### src/rtl/fetch_unit_if.sv
// Instruction-memory request/response bus between fetch_unit (master) and memory (slave).
interface fetch_unit_if;
  logic        imem_req_o;
  logic [31:0] imem_addr_o;
  logic        imem_ack_i;
  logic [31:0] imem_data_i;

  modport master (
    output imem_req_o,
    output imem_addr_o,
    input  imem_ack_i,
    input  imem_data_i
  );

  modport slave (
    input  imem_req_o,
    input  imem_addr_o,
    output imem_ack_i,
    output imem_data_i
  );
endinterface

### src/rtl/fetch_unit.sv
// Instruction fetch stage with IF/ID register, stall skid buffer and branch redirect.
// Optional perf counters enabled by defining FETCH_PERF_CNT_EN.
module fetch_unit #(
  parameter logic [31:0] RESET_PC = 32'h0000_0000
) (
  input  logic                clk_i,
  input  logic                rst_i,
  input  logic                start_i,
  input  logic                stall_i,
  input  logic                flush_i,
  input  logic [31:0]         branch_target_i,
  fetch_unit_if.master        imem,
  output logic [31:0]         pc_o,
  output logic [31:0]         IF_ID_pc_o,
  output logic [31:0]         IF_ID_instr_o,
  output logic                IF_ID_valid_o
`ifdef FETCH_PERF_CNT_EN
  ,
  output logic [31:0]         fetch_count_o,
  output logic [31:0]         stall_count_o
`endif
);

  typedef enum logic [1:0] {
    S_IDLE,
    S_FETCH,
    S_HOLD,
    S_DROP
  } state_e;

  state_e      state_q, state_d;
  logic [31:0] pc_q, pc_d;
  logic [31:0] ifid_pc_q, ifid_pc_d;
  logic [31:0] ifid_instr_q, ifid_instr_d;
  logic        ifid_valid_q, ifid_valid_d;
  logic [31:0] skid_pc_q, skid_pc_d;
  logic [31:0] skid_instr_q, skid_instr_d;
  logic [31:0] redir_q, redir_d;

  logic        load_bubble;
  logic        load_mem;
  logic        load_skid;
  logic        clear_skid;

  always_comb begin
    state_d     = state_q;
    pc_d        = pc_q;
    redir_d     = redir_q;
    load_bubble = 1'b0;
    load_mem    = 1'b0;
    load_skid   = 1'b0;
    clear_skid  = 1'b0;
    skid_pc_d    = skid_pc_q;
    skid_instr_d = skid_instr_q;

    unique case (state_q)
      S_IDLE: begin
        if (start_i) state_d = S_FETCH;
      end
      S_FETCH: begin
        if (flush_i) begin
          load_bubble = 1'b1;
          clear_skid  = 1'b1;
          if (imem.imem_ack_i) begin
            pc_d = branch_target_i;
          end else begin
            redir_d = branch_target_i;
            state_d = S_DROP;
          end
        end else if (imem.imem_ack_i) begin
          pc_d = pc_q + 32'd4;
          if (stall_i) begin
            skid_pc_d    = pc_q;
            skid_instr_d = imem.imem_data_i;
            state_d      = S_HOLD;
          end else begin
            load_mem = 1'b1;
          end
        end else if (!stall_i) begin
          load_bubble = 1'b1;
        end
      end
      S_HOLD: begin
        if (flush_i) begin
          load_bubble = 1'b1;
          clear_skid  = 1'b1;
          pc_d        = branch_target_i;
          state_d     = S_FETCH;
        end else if (!stall_i) begin
          load_skid = 1'b1;
          state_d   = S_FETCH;
        end
      end
      S_DROP: begin
        // Outstanding wrong-path request: its data is thrown away on ack.
        if (flush_i) begin
          load_bubble = 1'b1;
          clear_skid  = 1'b1;
          if (imem.imem_ack_i) begin
            pc_d    = branch_target_i;
            state_d = S_FETCH;
          end else begin
            redir_d = branch_target_i;
          end
        end else begin
          if (!stall_i) load_bubble = 1'b1;
          if (imem.imem_ack_i) begin
            pc_d    = redir_q;
            state_d = S_FETCH;
          end
        end
      end
      default: state_d = S_IDLE;
    endcase

    if (clear_skid) begin
      skid_pc_d    = '0;
      skid_instr_d = '0;
    end

    ifid_pc_d    = ifid_pc_q;
    ifid_instr_d = ifid_instr_q;
    ifid_valid_d = ifid_valid_q;
    if (load_bubble) begin
      ifid_pc_d    = '0;
      ifid_instr_d = '0;
      ifid_valid_d = 1'b0;
    end else if (load_mem) begin
      ifid_pc_d    = pc_q;
      ifid_instr_d = imem.imem_data_i;
      ifid_valid_d = 1'b1;
    end else if (load_skid) begin
      ifid_pc_d    = skid_pc_q;
      ifid_instr_d = skid_instr_q;
      ifid_valid_d = 1'b1;
    end
  end

  always_ff @(posedge clk_i) begin
    if (rst_i) begin
      state_q      <= S_IDLE;
      pc_q         <= RESET_PC;
      ifid_pc_q    <= '0;
      ifid_instr_q <= '0;
      ifid_valid_q <= 1'b0;
      skid_pc_q    <= '0;
      skid_instr_q <= '0;
      redir_q      <= '0;
    end else begin
      state_q      <= state_d;
      pc_q         <= pc_d;
      ifid_pc_q    <= ifid_pc_d;
      ifid_instr_q <= ifid_instr_d;
      ifid_valid_q <= ifid_valid_d;
      skid_pc_q    <= skid_pc_d;
      skid_instr_q <= skid_instr_d;
      redir_q      <= redir_d;
    end
  end

`ifdef FETCH_PERF_CNT_EN
  logic [31:0] fetch_cnt_q;
  logic [31:0] stall_cnt_q;

  always_ff @(posedge clk_i) begin
    if (rst_i) begin
      fetch_cnt_q <= '0;
      stall_cnt_q <= '0;
    end else begin
      if (load_mem || load_skid) fetch_cnt_q <= fetch_cnt_q + 32'd1;
      if (state_q != S_IDLE && stall_i) stall_cnt_q <= stall_cnt_q + 32'd1;
    end
  end

  assign fetch_count_o = fetch_cnt_q;
  assign stall_count_o = stall_cnt_q;
`endif

  assign imem.imem_req_o  = (state_q == S_FETCH) || (state_q == S_DROP);
  assign imem.imem_addr_o = pc_q;
  assign pc_o             = pc_q;
  assign IF_ID_pc_o       = ifid_pc_q;
  assign IF_ID_instr_o    = ifid_instr_q;
  assign IF_ID_valid_o    = ifid_valid_q;

endmodule

### src/flat_wrapper.sv
// flat-port wrapper written by rule: the top's interface ports become plain ports
module fetch_unit_flat 
#(
  parameter logic [31:0] RESET_PC = 32'h0000_0000
)
  (clk_i, rst_i, start_i, stall_i, flush_i, branch_target_i, pc_o, IF_ID_pc_o, IF_ID_instr_o, IF_ID_valid_o, imem_imem_req_o, imem_imem_addr_o, imem_imem_ack_i, imem_imem_data_i);
  fetch_unit_if imem_i ();
  input  logic clk_i;
  input  logic rst_i;
  input  logic start_i;
  input  logic stall_i;
  input  logic flush_i;
  input  logic [31:0] branch_target_i;
  output logic [31:0] pc_o;
  output logic [31:0] IF_ID_pc_o;
  output logic [31:0] IF_ID_instr_o;
  output logic IF_ID_valid_o;
  output wire logic [$bits(imem_i.imem_req_o)-1:0] imem_imem_req_o;
  output wire logic [$bits(imem_i.imem_addr_o)-1:0] imem_imem_addr_o;
  input wire logic [$bits(imem_i.imem_ack_i)-1:0] imem_imem_ack_i;
  input wire logic [$bits(imem_i.imem_data_i)-1:0] imem_imem_data_i;
  assign imem_imem_req_o = imem_i.imem_req_o;
  assign imem_imem_addr_o = imem_i.imem_addr_o;
  assign imem_i.imem_ack_i = imem_imem_ack_i;
  assign imem_i.imem_data_i = imem_imem_data_i;
  fetch_unit #(.RESET_PC(RESET_PC)) u_core (.clk_i(clk_i), .rst_i(rst_i), .start_i(start_i), .stall_i(stall_i), .flush_i(flush_i), .branch_target_i(branch_target_i), .imem(imem_i), .pc_o(pc_o), .IF_ID_pc_o(IF_ID_pc_o), .IF_ID_instr_o(IF_ID_instr_o), .IF_ID_valid_o(IF_ID_valid_o));
endmodule
### config.mk
export PLATFORM = sky130hd
export DESIGN_NAME = fetch_unit_flat
export DESIGN_NICKNAME = d
export VERILOG_FILES = /design/src/rtl/fetch_unit_if.sv /design/src/rtl/fetch_unit.sv /design/src/flat_wrapper.sv
export SDC_FILE = /design/constraint.sdc
export NUM_CORES = 1
export LEC_CHECK = 0
export CAP_MARGIN = 20
export CORE_ASPECT_RATIO = 1.4
export CORE_UTILIZATION = 47
export DETAILED_ROUTE_END_ITERATION = 12
export PLACE_DENSITY = 0.77
export SLEW_MARGIN = 20
export SYNTH_ARGS = -nofsm -noshare
export SYNTH_HDL_FRONTEND = slang
export SYNTH_SLANG_ARGS = --single-unit
### constraint.sdc
create_clock -name clk_i -period 2 [get_ports clk_i]
set_clock_uncertainty 0.1 [all_clocks]
set_input_delay 0.2 -clock clk_i [delete_from_list [all_inputs] [get_ports clk_i]]
set_output_delay 0.2 -clock clk_i [all_outputs]
set_load 0.02 [all_outputs]
==> impl_metrics.yaml <==
layout:
  drive_above_1_share: 0.1458
  antenna_cells: 0
  final_cells: 1699
  synthToLayoutAreaGrowth_pct: 36.77
  num-nets-final: 1505
  final_util: 0.6538
  fill_cells: 1671
  design_area_um2: 12970
min_path:
  hold_depth: 2
  min_to: "u_core.imem.imem_addr_o[31]$_SDFFE_PP0P_"
  hp-class: "primary input to flop"
  min_from: "rst_i"
critical_path:
  cp_slowest_cell: "clkdlybuf4s50_1"
  worstPathArrival_ns: 1.67
  r2r_cells: 7
  timing.rr.end: "u_core.imem.imem_addr_o[31]$_SDFFE_PP0P_"
  r2r-start: "u_core.imem.imem_addr_o[2]$_SDFFE_PP0P_"
  crit_chain: "buf_4 > clkdlybuf4s50_1"
  cp.required_ns: 1.70
  ff2ff_setup_slack_ns: 0.05
  crit_cells: 2
  cp-end-kind: "output port"
  path_max_fanout: 5
  cp_slowest_stage_delay_ns: 0.60
  critPathTopFamily: "buffers and inverters"
  path_buf_inv: 2
  crit_type: "flop to output port"
  critPathLaunchType: "flop"
clock_network:
  clock_latency_ns: 0.44
  cts_hold_buf: 0
  cts_tree: "done"
  clockBufferDepth: 2
  h-tree-depth: 4
  cts_buffers: 17
  cts_root_buffer: "clkbuf_16"
  clk_pin_slew_ns: 0.08
  cts_sinks: 195
yosys:
  synth_commonest_cells: "nand2_1 (279), dfxtp_1 (195), a21oi_1 (159)"
  synth_edf_count: 0
  synth_seq_cells: 195
  synth.most_common_cell: "nand2_1"
  synth_top_area_cell: "dfxtp_1"
  ys_async_sr_fraction: 0
  synthFlopType: "dfxtp_1"
  syn_area_um2: 9487
  netlist_instances: 1233
  synth.distinct_cells: 70
  yosys_warnings: 0
  postSynthAreaPerCell_um2: 7.694
  yosysSeqAreaShare: 0.4115
  synth_top_area_share: 0.4115
  synth_nets: 1304
  synthTopCellsByArea: "dfxtp_1 (41%), nand2_1 (11%), a21oi_1 (8.4%)"
floorplanning:
  die_h_um: 170.1
  die_area_um2: 20760
  rows: 61
  start_util: 0.4781
  die_w_um: 122.1
  core-area_um2: 19840
  pin_count: 200
place:
  place_inst: 1667
  postPlaceCellArea_um2: 12270
  dp_hpwl_mm: 21.24
  portBuffers: 199
  gp_congestion: 0.8846
route:
  vias: 9885
  drt-vias-per-instance: 5.818
  drcViolationCount: 0
  ant_nets: 0
  dr.pass1.iters: 6
  routed_wl_mm: 30.35
  routedWlPerCell_um: 17.86
  drt_iter0_drc: 1022
power_and_ir_drop:
  p_leak_nw: 4.617
  fin_total_pwr_mw: 9.542
  irDropWorstVdd_mv: 0.6242
  power.density_nw_per_um2: 735.4
global_route:
  grt_pass1_wl_mm: 48.00
  grt_max_degree: 75
  grt_antenna_before_repair: 0
  grt_pass1_vias: 9299
  grt_usage: 0.2949
  grt_overflow: 0
sta:
  fin_crit_ns: 1.969
  report.final.setup_viol: 0
  period_share: 0.9845
  fmax_ghz: 0.5079
  max_slew.worst_pin.slew_ns: 0.4369
  slew_headroom: 0.7088
  maxSlewViolCount: 0
  finalHoldViolations: 0
run:
  cap_violations: 0
run_status:
  status: "complete, no violations"
flip-flops by register name, summed over array words and instances (netlist names):
signal,count
u_core.skid_instr_q,32
u_core.state_q,2
u_core.skid_pc_q,32
u_core.IF_ID_pc_o,32
u_core.imem.imem_addr_o,32
u_core.IF_ID_instr_o,32
u_core.redir_q,32
u_core.IF_ID_valid_o,1
placed cells by master, fill, tap and decap left out, types with 3 or more instances in the layout:
cell type	instances
nor4_1	9
a2bb2oi_1	3
clkinv_8	3
o21ai_0	61
a211o_1	3
a211oi_1	53
a31oi_1	5
nand4_1	7
xor2_1	5
dfxtp_1	183
nor3_1	12
a21oi_1	159
clkdlybuf4s50_1	192
or3_1	4
nand2b_1	7
o22ai_1	8
inv_1	9
dlymetal6s2s_1	5
a311o_1	3
a21boi_0	3
clkbuf_16	17
and2_1	6
mux2i_1	45
a22oi_1	34
buf_12	18
nor2_1	80
clkinv_4	3
dfxtp_2	11
and3_1	10
buf_4	113
nand2_1	277
nand3_1	14
o21a_1	3
nand2_2	3
nor3_2	3
inv_8	7
cell families after synthesis:
logic type	after synthesis	synth area share
AND/OR/NAND/NOR	459	0.2112
AO/OA/AOI/OAI	364	0.2342
flip-flops	195	0.4115
buffers and inverters	159	0.08441
multiplexers	48	0.05091
XOR/XNOR	7	0.006463
adder cells (fa/ha/maj)	1	0.001319
routing by layer:
| metal | vias up | GRT usage | share of wire |
|---|---|---|---|
| li1 | 4675 | - | - |
| met1 | 4657 | 0.3681 | 0.40 |
| met2 | 468 | 0.4910 | 0.49 |
| met5 | - | 0 | 0 |
| met3 | 85 | 0.04658 | 0.074 |
| met4 | 0 | 0.1416 | 0.038 |
power by group:
part / internal, mW / switching (mW) / total (mW)
Clock: 1.83 / 1.77 / 3.60
Sequential: 4.00 / 0.111 / 4.12
Combinational: 0.819 / 1.01 / 1.83
Total: 6.65 / 2.89 / 9.54
layout make-up:
type	count	area [um^2]	area share
Multi-Input combinational cell	879	4868	0.3752
Timing Repair Buffer	330	3203	0.2469
Sequential cell	195	3921	0.3022
Inverter	11	41.29	0.003182
Clock buffer	17	425.4	0.03279
Tap cell	252	315.3	0.02430
Clock inverter	15	200.2	0.01543
what timing repair did:
item,4_1_cts,5_1_grt
endpoints found under the hold margin,0,0
setup buffers,0,0
setup endpoints to repair,10,12
pin swaps,0,2
gates resized for setup,6,15
per-stage QoR:
stage | hold slack, ns | TNS, ns | setup slack, ns
2_1_floorplan | 0.2360 | -0.006861 | -0.004799
3_3_place_gp | 0.3399 | -14.51 | -0.1476
3_5_place_dp | 0.3448 | -19.34 | -0.2018
4_1_cts | 0.01931 | 0 | 0.01748
5_1_grt | 0.01299 | -0.001136 | -0.001136
6_report | 0.03233 | 0 | 0.03099
worst max path at each step:
stage | start | to
global route | u_core.imem.imem_addr_o[2]$_SDFFE_PP0P_ | u_core.imem.imem_addr_o[29]$_SDFFE_PP0P_
CTS | u_core.imem.imem_addr_o[2]$_SDFFE_PP0P_ | u_core.imem.imem_addr_o[10]$_SDFFE_PP0P_
detailed placement | imem_imem_ack_i | u_core.imem.imem_addr_o[29]$_SDFFE_PP0P_
global placement | imem_imem_ack_i | u_core.skid_pc_q[13]$_SDFFE_PP0P_
floorplan | u_core.imem.imem_addr_o[6]$_SDFFE_PP0P_ | u_core.imem.imem_addr_o[29]$_SDFFE_PP0P_
finish | u_core.imem.imem_addr_o[20]$_SDFFE_PP0P_ | pc_o[20]
No activity file was read; power rests on OpenSTA's default activity.
